$ cat src/rtl/frogger_pkg.sv
// Shared Frogger definitions: game state encoding, playfield geometry and
// default timing constants used by the game sequencer and its helpers.
package frogger_pkg;

  typedef enum logic [2:0] {
    ST_IDLE      = 3'd0,
    ST_PLAY      = 3'd1,
    ST_DEATH     = 3'd2,
    ST_LEVEL_UP  = 3'd3,
    ST_GAME_OVER = 3'd4
  } game_state_e;

  // Playfield is a 20 x 15 tile grid; the frog respawns at tile (10,14).
  localparam int c_GRID_W   = 20;
  localparam int c_GRID_H   = 15;
  localparam int c_ORIGIN_X = 10;
  localparam int c_ORIGIN_Y = 14;

  // One-second prescale at a 25 MHz pixel clock.
  localparam int c_CLKS_PER_SEC = 25000000;

  // Counter widths for the second prescaler and the freeze-hold counter.
  localparam int c_PRESCALE_W = 25;
  localparam int c_HOLD_W     = 24;

endpackage

$ cat src/rtl/frogger_tick_gen.sv
// Parameterized prescaler: counts 0..p_COUNT-1 while enabled, wraps, and
// flags the terminal cycle with a one-cycle tick. A synchronous clear parks
// the count at zero so the next enabled period starts from a clean phase.
module frogger_tick_gen #(
  parameter int p_WIDTH = 25,
  parameter int p_COUNT = 25000000
) (
  input  logic clk_i,
  input  logic rst_l_i,
  input  logic clear_i,
  input  logic en_i,
  output logic tick_o
);

  localparam logic [p_WIDTH-1:0] c_TERM = p_WIDTH'(p_COUNT - 1);
  localparam logic [p_WIDTH-1:0] c_ONE  = p_WIDTH'(1);

  logic [p_WIDTH-1:0] count_q;
  logic [p_WIDTH-1:0] count_d;

  assign tick_o = en_i && !clear_i && (count_q == c_TERM);

  // Next count: clear has priority, otherwise advance and wrap at terminal.
  always_comb begin
    count_d = count_q;
    if (clear_i) begin
      count_d = '0;
    end else if (en_i) begin
      if (count_q == c_TERM) begin
        count_d = '0;
      end else begin
        count_d = count_q + c_ONE;
      end
    end
  end

  // Count register with synchronous active-low reset.
  always_ff @(posedge clk_i) begin
    if (!rst_l_i) begin
      count_q <= '0;
    end else begin
      count_q <= count_d;
    end
  end

endmodule

$ cat src/rtl/frogger_game_fsm.sv
// Frogger game sequencer: title/play/death/level-up/game-over flow, lives,
// level, round timer and home count, plus the play enable and the respawn
// and score-clear strobes. Every output is registered.
module frogger_game_fsm #(
  parameter int c_CLKS_PER_SEC    = frogger_pkg::c_CLKS_PER_SEC,
  parameter int c_START_LIVES     = 3,
  parameter int c_ROUND_SECONDS   = 60,
  parameter int c_HOLD_CLKS       = 12500000,
  parameter int c_HOMES_PER_LEVEL = 5,
  parameter int c_MAX_LEVEL       = 7
) (
  input  logic       i_Clk,
  input  logic       i_Rst_L,
  input  logic       i_Start,
  input  logic       i_Collided,
  input  logic       i_Home_Pulse,
  output logic [2:0] o_Game_State,
  output logic       o_Play_En,
  output logic       o_Respawn,
  output logic       o_Score_Clear,
  output logic [1:0] o_Lives,
  output logic [2:0] o_Level,
  output logic [6:0] o_Time_Left
);

  import frogger_pkg::*;

  localparam int                  c_HOME_W       = $clog2(c_HOMES_PER_LEVEL + 1);
  localparam logic [1:0]          c_LIVES_INIT   = 2'(c_START_LIVES);
  localparam logic [6:0]          c_TIME_INIT    = 7'(c_ROUND_SECONDS);
  localparam logic [2:0]          c_LEVEL_MAX    = 3'(c_MAX_LEVEL);
  localparam logic [c_HOME_W-1:0] c_HOMES_TARGET = c_HOME_W'(c_HOMES_PER_LEVEL);
  localparam logic [c_HOME_W-1:0] c_HOME_ONE     = c_HOME_W'(1);

  game_state_e         state_q, state_d;
  logic [1:0]          lives_q, lives_d;
  logic [2:0]          level_q, level_d;
  logic [6:0]          time_q, time_d;
  logic [c_HOME_W-1:0] homes_q, homes_d;
  logic                respawn_q, respawn_d;
  logic                score_clr_q, score_clr_d;
  logic                play_en_q, play_en_d;
  logic                start_q;

  logic                start_edge;
  logic                sec_en, sec_tick;
  logic                hold_en, hold_tick;
  logic                death;
  logic [c_HOME_W-1:0] homes_inc;
  logic [6:0]          time_dec;

  assign start_edge = i_Start && !start_q;
  assign sec_en     = (state_q == ST_PLAY);
  assign hold_en    = (state_q == ST_DEATH) || (state_q == ST_LEVEL_UP);
  // A tick on the last second ends the round just like a collision does.
  assign death      = i_Collided || (sec_tick && (time_q == 7'd1));
  assign homes_inc  = homes_q + c_HOME_ONE;
  assign time_dec   = (time_q != 7'd0) ? (time_q - 7'd1) : time_q;

  frogger_tick_gen #(
    .p_WIDTH (c_PRESCALE_W),
    .p_COUNT (c_CLKS_PER_SEC)
  ) u_sec_tick (
    .clk_i   (i_Clk),
    .rst_l_i (i_Rst_L),
    .clear_i (!sec_en),
    .en_i    (sec_en),
    .tick_o  (sec_tick)
  );

  frogger_tick_gen #(
    .p_WIDTH (c_HOLD_W),
    .p_COUNT (c_HOLD_CLKS)
  ) u_hold_tick (
    .clk_i   (i_Clk),
    .rst_l_i (i_Rst_L),
    .clear_i (!hold_en),
    .en_i    (hold_en),
    .tick_o  (hold_tick)
  );

  // Next-state and next-output logic for the game flow.
  always_comb begin
    state_d     = state_q;
    lives_d     = lives_q;
    level_d     = level_q;
    time_d      = time_q;
    homes_d     = homes_q;
    respawn_d   = 1'b0;
    score_clr_d = 1'b0;

    case (state_q)
      ST_IDLE, ST_GAME_OVER: begin
        if (start_edge) begin
          state_d     = ST_PLAY;
          lives_d     = c_LIVES_INIT;
          level_d     = 3'd1;
          time_d      = c_TIME_INIT;
          homes_d     = '0;
          respawn_d   = 1'b1;
          score_clr_d = 1'b1;
        end
      end

      ST_PLAY: begin
        if (sec_tick) begin
          time_d = time_dec;
        end
        // Death outranks a home scored in the same cycle.
        if (death) begin
          state_d = ST_DEATH;
          lives_d = (lives_q != 2'd0) ? (lives_q - 2'd1) : lives_q;
        end else if (i_Home_Pulse) begin
          time_d    = c_TIME_INIT;
          respawn_d = 1'b1;
          if (homes_inc == c_HOMES_TARGET) begin
            homes_d = '0;
            state_d = ST_LEVEL_UP;
          end else begin
            homes_d = homes_inc;
          end
        end
      end

      ST_DEATH: begin
        if (hold_tick) begin
          if (lives_q == 2'd0) begin
            state_d = ST_GAME_OVER;
          end else begin
            state_d   = ST_PLAY;
            time_d    = c_TIME_INIT;
            respawn_d = 1'b1;
          end
        end
      end

      ST_LEVEL_UP: begin
        if (hold_tick) begin
          state_d = ST_PLAY;
          time_d  = c_TIME_INIT;
          level_d = (level_q >= c_LEVEL_MAX) ? c_LEVEL_MAX : (level_q + 3'd1);
        end
      end

      default: begin
        state_d = ST_IDLE;
      end
    endcase

    // Strobes are single-cycle; a request right after a pulse is dropped.
    respawn_d   = respawn_d && !respawn_q;
    score_clr_d = score_clr_d && !score_clr_q;
    play_en_d   = (state_d == ST_PLAY);
  end

  // State, counters, strobes and start-edge sampler.
  always_ff @(posedge i_Clk) begin
    if (!i_Rst_L) begin
      state_q     <= ST_IDLE;
      lives_q     <= c_LIVES_INIT;
      level_q     <= 3'd1;
      time_q      <= c_TIME_INIT;
      homes_q     <= '0;
      respawn_q   <= 1'b0;
      score_clr_q <= 1'b0;
      play_en_q   <= 1'b0;
      start_q     <= 1'b0;
    end else begin
      state_q     <= state_d;
      lives_q     <= lives_d;
      level_q     <= level_d;
      time_q      <= time_d;
      homes_q     <= homes_d;
      respawn_q   <= respawn_d;
      score_clr_q <= score_clr_d;
      play_en_q   <= play_en_d;
      start_q     <= i_Start;
    end
  end

  assign o_Game_State  = state_q;
  assign o_Play_En     = play_en_q;
  assign o_Respawn     = respawn_q;
  assign o_Score_Clear = score_clr_q;
  assign o_Lives       = lives_q;
  assign o_Level       = level_q;
  assign o_Time_Left   = time_q;

endmodule

$ cat config.mk
export PLATFORM = sky130hd
export DESIGN_NAME = frogger_game_fsm
export DESIGN_NICKNAME = d
export VERILOG_FILES = /design/src/rtl/frogger_pkg.sv /design/src/rtl/frogger_tick_gen.sv /design/src/rtl/frogger_game_fsm.sv
export SDC_FILE = /design/constraint.sdc
export NUM_CORES = 1
export LEC_CHECK = 0
export ABC_AREA = 1
export CORE_ASPECT_RATIO = 1.2
export CORE_MARGIN = 3
export CORE_UTILIZATION = 30
export DETAILED_ROUTE_END_ITERATION = 16
export HOLD_SLACK_MARGIN = 0.05
export MAX_ROUTING_LAYER = met4
export PLACE_DENSITY = 0.56
export SKIP_LAST_GASP = 1
export SLEW_MARGIN = 20
export SYNTH_ARGS = -nofsm -noshare
export SYNTH_HDL_FRONTEND = slang
export SYNTH_SLANG_ARGS = --single-unit
$ cat constraint.sdc
create_clock -name i_Clk -period 1.5 [get_ports i_Clk]
set_input_delay 0.375 -clock i_Clk [delete_from_list [all_inputs] [get_ports i_Clk]]
set_output_delay 0.375 -clock i_Clk [all_outputs]
set_load 0.02 [all_outputs]
==> flow_metrics.tcl, run 1 <==
set metrics [dict create \
    cts_made_buffers 9 \
    setup_violations 65 \
    grt.total_usage_pct 17.0 \
    hold_class "reg -> reg" \
    synth_area_per_cell_um2 7.00 \
    wl_met3_um 277 \
    highest_layer "met4" \
    grt_max_degree 12 \
    ys_seq_area_share_pct 37.3 \
    clkSlewWorstSetupHoldPaths_ns 0.06 \
    power_leakage_nw 2.61 \
    dp_cells 834 \
    startpoint_type "flop" \
    grt_pass1_wl_mm 18.5 \
    cts_tree "yes" \
    drt_iter0_markers 174 \
    area_growth_pct 63.4 \
    peakVddDrop_mv 0.521 \
    num_rows 44 \
    hold-worst-slack_ns 0.414 \
    die_y_um 130 \
    slew_viol_final 0 \
    fmax_mhz 605 \
    die_x_um 109 \
    nFillCells 1158 \
    wl_met1_mm 4.75 \
    maxCapViolations 0 \
    drc 0 \
    place_area_mm2 0.00513 \
    cts_max_level 3 \
    clock-sinks 71 \
    fin_crit_ns 1.65 \
    ys_warn_count 0 \
    antenna_found_initial 0 \
    synthCells 545 \
    clk_path_buf_depth 2 \
    worst_pin_slew_ns 0.349 \
    netlist_area_mm2 0.00381 \
    stdcell_count 883 \
    drive_gt1_share_pct 41.0 \
    vias 4133 \
    diodes 0 \
    routed_via_density 4.68 \
    grt_overflow_total 0 \
    fp.coreArea_mm2 0.0123 \
    ys_types 35 \
    worst_slack_ns -0.153 \
    status "complete, but fails checks" \
    io_buffers 22 \
    design_area_mm2 0.00623 \
    final-hold-violation-count 0 \
    first_pass_iters 5 \
    rsz0062_at_grt "true" \
    detail-route-antenna-nets 0 \
    dp_hpwl_mm 7.69 \
    required_ns 1.73 \
    violations "setup timing" \
    p_per_area_mw_per_mm2 752 \
    place.gp.congestion 0.876 \
    insertion_delay_ns 0.34 \
    cp-end-kind "flop" \
    wl_met2_mm 6.00 \
    critPathArrivalTime_ns 1.88 \
    hold_buffers 0 \
    fin_setup_tns_ns -4.55 \
    ys_ff_latch 71 \
    worstPathMaxFanout 3 \
    drt_wl_total_mm 11.3 \
    fin_nets 732 \
    initial_core_util_pct 31.1 \
    min_period_over_period_pct 110 \
    max_slew_margin_pct 76.5 \
    fin_skew_ns 0.00726 \
    grt_pass1_vias 4233 \
    wire_per_inst_um 12.8 \
    worstSetupPathType "reg -> reg" \
    boundaryPins 23 \
    die_area_mm2 0.0141 \
    root_buffer "clkbuf_16" \
    syn-num-nets 560 \
]
==> cell usage after synthesis <==
cell type	count	share of area, %
nor3b_2	3	0.98
nor4_1	4	0.66
nand2_2	7	1.1
o21ai_1	2	0.26
o211ai_1	2	0.39
o21ai_0	12	1.6
o21bai_1	4	0.79
nor2_1	78	7.7
inv_2	1	0.098
nor3_4	1	0.43
nor3b_1	8	1.6
nor2_4	4	1.2
nor3_2	5	1.3
nand3b_1	3	0.59
nand3_1	23	3.0
or2_2	5	0.82
a31o_2	2	0.46
ha_1	10	3.3
xnor2_1	4	0.92
o21a_1	3	0.59
nor2_2	7	1.1
o2111ai_1	1	0.23
nand3_2	8	2.1
dfxtp_1	71	37
nand4_1	17	2.8
xor2_1	7	1.6
inv_1	80	7.9
nor3_1	20	2.6
a21boi_0	1	0.20
buf_2	5	0.66
and3_1	1	0.16
o311ai_0	1	0.23
nand2_1	114	11
a21oi_1	29	3.8
a31oi_1	2	0.33
==> placed cells by master, fill, tap and decap left out, types with 11 or more instances in the layout <==
cell / instances
a21oi_1: 19
inv_1: 76
nand3_1: 16
nor3_2: 13
dfxtp_2: 12
buf_4: 121
nor2_1: 63
nor3_1: 11
nand2_2: 14
nand2_1: 98
nor2_4: 15
buf_6: 15
dlygate4sd2_1: 12
nand4_1: 17
nor2_2: 11
dfxtp_1: 58
==> registers in the layout (all words and copies together) (netlist names) <==
register             count
o_Score_Clear            1
start_q                  1
o_Respawn                1
o_Time_Left              7
u_sec_tick.count_q      25
o_Game_State             3
u_hold_tick.count_q     24
homes_q                  3
o_Play_En                1
o_Level                  3
o_Lives                  2
==> power by group <==
group	switching [W]	internal (W)	total, W
Clock	0.000801	0.00154	0.00235
Sequential	0.0000209	0.00191	0.00193
Combinational	0.000223	0.000188	0.000411
Total	0.00104	0.00364	0.00469
==> logic make-up after synthesis <==
group                      synth area share, %
adders and majority gates                 3.28
xor gates and xnor gates                  2.53
DFF                                       37.3
AOI/OAI and AO/OA                         8.86
buffers and inverters                     8.63
and+or+nand+nor                           39.4
==> worst max-delay path: stages (launching register included) <==
cell and delay [ns]:
dfxtp_2 0.35, ha_4 0.15, nand2_4 0.05, nor2_4 0.11, buf_6 0.11, buf_4 0.09
inv_2 0.04, nor2_4 0.13, nand4_1 0.18, inv_2 0.11, nand2_2 0.07, o21ai_1 0.11
nor2_1 0.05
==> cell type report <==
type	instances	area, um2	share of cell area [%]
Inverter	81	307	4.92
Multi-Input combinational cell	388	2550	41.0
Sequential cell	71	1440	23.1
Timing Repair Buffer	165	1400	22.4
Clock inverter	3	65.1	1.04
Tap cell	161	201	3.23
Clock buffer	13	260	4.18
Timing Repair inverter	1	7.51	0.120
==> per-stage QoR <==
stage	total power [W]	utilization (%)	worst slack, ns
CTS	0.00472	48.7	-0.164
finish	0.00469	50.8	-0.153
global placement	0.00227	41.8	-0.289
global route	0.00487	50.8	-0.267
detailed placement	0.00228	41.8	-0.351
floorplan	0.00214	-	-0.0385
==> layer usage <==
metal | GRT usage (%) | vias to the layer above
li1 | - | 2118
met5 | - | -
met3 | 2.99 | 21
met1 | 18.1 | 1942
met4 | 8.47 | 0
met2 | 29.9 | 52
==> path summary, 6_finish.rpt <==
check                         start       endpoint  slack [ns]  cells past startpoint
max          u_hold_tick.count_q[0]     o_Level[2]       -0.15                     12
min                   o_Score_Clear  o_Score_Clear        0.41                      1
max reg2reg  u_hold_tick.count_q[0]     o_Level[2]       -0.15                     12
min reg2reg           o_Score_Clear  o_Score_Clear        0.41                      1
==> timing repair <==
| item | CTS | global route |
|---|---|---|
| buffers inserted | 23 | 13 |
| resized for setup | 95 | 69 |
| endpoints found under the setup margin | 80 | 75 |
| pin swaps | 31 | 33 |
| cloned | 3 | 0 |
Note: power is estimated with default switching activity, not from simulation.
==> run 2: changes to the inputs <==
--- a/config.mk
+++ b/config.mk
@@ -6,13 +6,13 @@
 export NUM_CORES = 1
 export LEC_CHECK = 0
 export ABC_AREA = 1
-export CORE_ASPECT_RATIO = 1.2
+export ABC_CLOCK_PERIOD_IN_PS = 1500
 export CORE_MARGIN = 3
 export CORE_UTILIZATION = 30
 export DETAILED_ROUTE_END_ITERATION = 16
 export HOLD_SLACK_MARGIN = 0.05
 export MAX_ROUTING_LAYER = met4
-export PLACE_DENSITY = 0.56
+export PLACE_DENSITY = 0.49
 export SKIP_LAST_GASP = 1
 export SLEW_MARGIN = 20
 export SYNTH_ARGS = -nofsm -noshare
==> run 2 against run 1 <==
Compared with the run above: the run still ends with setup timing left; worst setup slack lost 0.0041 ns; non-clock buffer count grew 2; sequential share of layout area grew 0.15 points; wire length shrank 4.5%; count of clock-buffer cells in the layout is the same; total power shrank 9.2%; first-iteration DRC count shrank 8.0%; maximum frequency shrank 0.25%; sequential cell count is the same; register-to-register slack is essentially flat; largest power group unchanged.
==> flow_metrics.tcl, run 2 (synthesized netlist as in run 1, its figures left out) <==
set metrics [dict create \
    status "complete, but fails checks" \
    violations "setup timing" \
    area_growth_pct 62.7 \
    antenna_found_initial 0 \
    routed_via_density 4.57 \
    cts_max_level 3 \
    fin_nets 734 \
    cts_made_buffers 9 \
    hold_buffers 0 \
    boundaryPins 23 \
    cts_tree "yes" \
    final_cell_mix "126 x buf_4, 97 x nand2_1, 77 x inv_1" \
    layout_commonest_cell "buf_4" \
    fp.coreArea_mm2 0.0122 \
    root_buffer "clkbuf_16" \
    drt_wl_total_mm 10.8 \
    setup_violations 67 \
    drt_iter0_markers 160 \
    cpMaxStageDelayCell "dfxtp_2" \
    grt_max_degree 12 \
    cp_common_cell "nor2_4" \
    grt_pass1_vias 4008 \
    critPathArrivalTime_ns 1.88 \
    die_area_mm2 0.0141 \
    die_x_um 119 \
    worst-path-buf-inv 0 \
    peakVddDrop_mv 0.615 \
    fin_crit_ns 1.66 \
    max_slew_margin_pct 75.3 \
    regMostFlops "u_sec_tick.count_q" \
    worst_slack_ns -0.157 \
    grt_pass1_wl_mm 17.7 \
    grt_overflow_total 0 \
    hold_class "reg -> reg" \
    maxCapViolations 0 \
    worstSetupPathType "reg -> reg" \
    detail-route-antenna-nets 0 \
    crit_family "simple AND/OR/NAND/NOR gates" \
    startpoint_type "flop" \
    clock-sinks 71 \
    worstPathMaxFanout 4 \
    insertion_delay_ns 0.33 \
    fmax_mhz 603 \
    clk_path_buf_depth 2 \
    worst_pin_slew_ns 0.366 \
    path_cells "ha_4 -> nand3_4 -> nor2_4 -> nand2_2 -> nor2_4 -> nand2_4 -> nor3_4 -> nand3_2 -> o21ai_1 -> nor2_1" \
    place.gp.congestion 0.847 \
    required_ns 1.72 \
    dp_hpwl_mm 7.79 \
    place_ws_ns -0.336 \
    drive_gt1_share_pct 42.4 \
    io_buffers 22 \
    nFillCells 1255 \
    grt.total_usage_pct 15.4 \
    min_period_over_period_pct 110 \
    wire_per_inst_um 12.1 \
    first_pass_iters 4 \
    clkSlewWorstSetupHoldPaths_ns 0.05 \
    cp-end-kind "flop" \
    final-hold-violation-count 0 \
    rsz0062_at_grt "true" \
    num_rows 40 \
    die_y_um 119 \
    vias 4067 \
    largest_reg_flops 25 \
    slew_viol_final 0 \
    p_per_area_mw_per_mm2 686 \
    worst_path_largest_cell_delay_ns 0.35 \
    fin_setup_tns_ns -5.99 \
    power_leakage_nw 2.60 \
    fin_skew_ns 0.00335 \
    initial_core_util_pct 31.2 \
    drc 0 \
    diodes 0 \
]
-- run 2: path summary, 6_finish.rpt --
check | from | to | slack (ns) | cells past startpoint
min | o_Score_Clear | o_Score_Clear | 0.42 | 1
max reg2reg | u_sec_tick.count_q[1] | u_sec_tick.count_q[20] | -0.16 | 10
min reg2reg | o_Score_Clear | o_Score_Clear | 0.42 | 1
max | u_sec_tick.count_q[1] | u_sec_tick.count_q[20] | -0.16 | 10
-- run 2: cell type report --
type	count	area (um2)	share of cell area (%)
Clock buffer	13	260	4.20
Timing Repair inverter	1	7.51	0.121
Multi-Input combinational cell	388	2580	41.6
Sequential cell	71	1440	23.3
Tap cell	168	210	3.39
Inverter	81	309	4.98
Clock inverter	1	5.00	0.0807
Timing Repair Buffer	167	1390	22.3
-- run 2: worst register-to-register path: stages (launching register included) --
cell and delay, ns:
dfxtp_2 0.35, ha_4 0.15, nand3_4 0.08, nor2_4 0.15, nand2_2 0.10, nor2_4 0.13, nand2_4 0.10, nor3_4 0.22
nand3_2 0.11, o21ai_1 0.13, nor2_1 0.05
-- run 2: where the power goes --
part           internal, W  switching [W]  leakage, nW
combinational     0.000165       0.000208         1.89
sequential         0.00191      0.0000205        0.581
clock              0.00119       0.000761        0.132
-- run 2: stage by stage --
step	cell area [um2]	hold slack [ns]	instances	utilization, %	power (W)
3_3_place_gp	5280	0.408	857	43.2	0.00228
6_report	6200	0.419	890	50.8	0.00426
5_1_grt	6200	0.444	890	50.8	0.00445
2_1_floorplan	3880	0.438	545	-	0.00214
4_1_cts	5770	0.421	880	47.3	0.00430
3_5_place_dp	5280	0.417	857	43.2	0.00229
-- run 2: timing repair --
| item | 4_1_cts | 5_1_grt |
|---|---|---|
| setup buffers | 8 | 11 |
| gates resized for setup | 73 | 99 |
| pin swaps | 16 | 31 |
| cloned | 1 | 1 |
| endpoints found under the setup margin | 78 | 72 |
-- run 2: metal layers --
layer | track usage (%) | share of wire, % | routed length (um)
met1 | 17.1 | 43 | 4590
met3 | 3.73 | 1.8 | 195
met5 | - | 0 | 0
met4 | 3.77 | 1.3 | 139
met2 | 27.8 | 54 | 5860
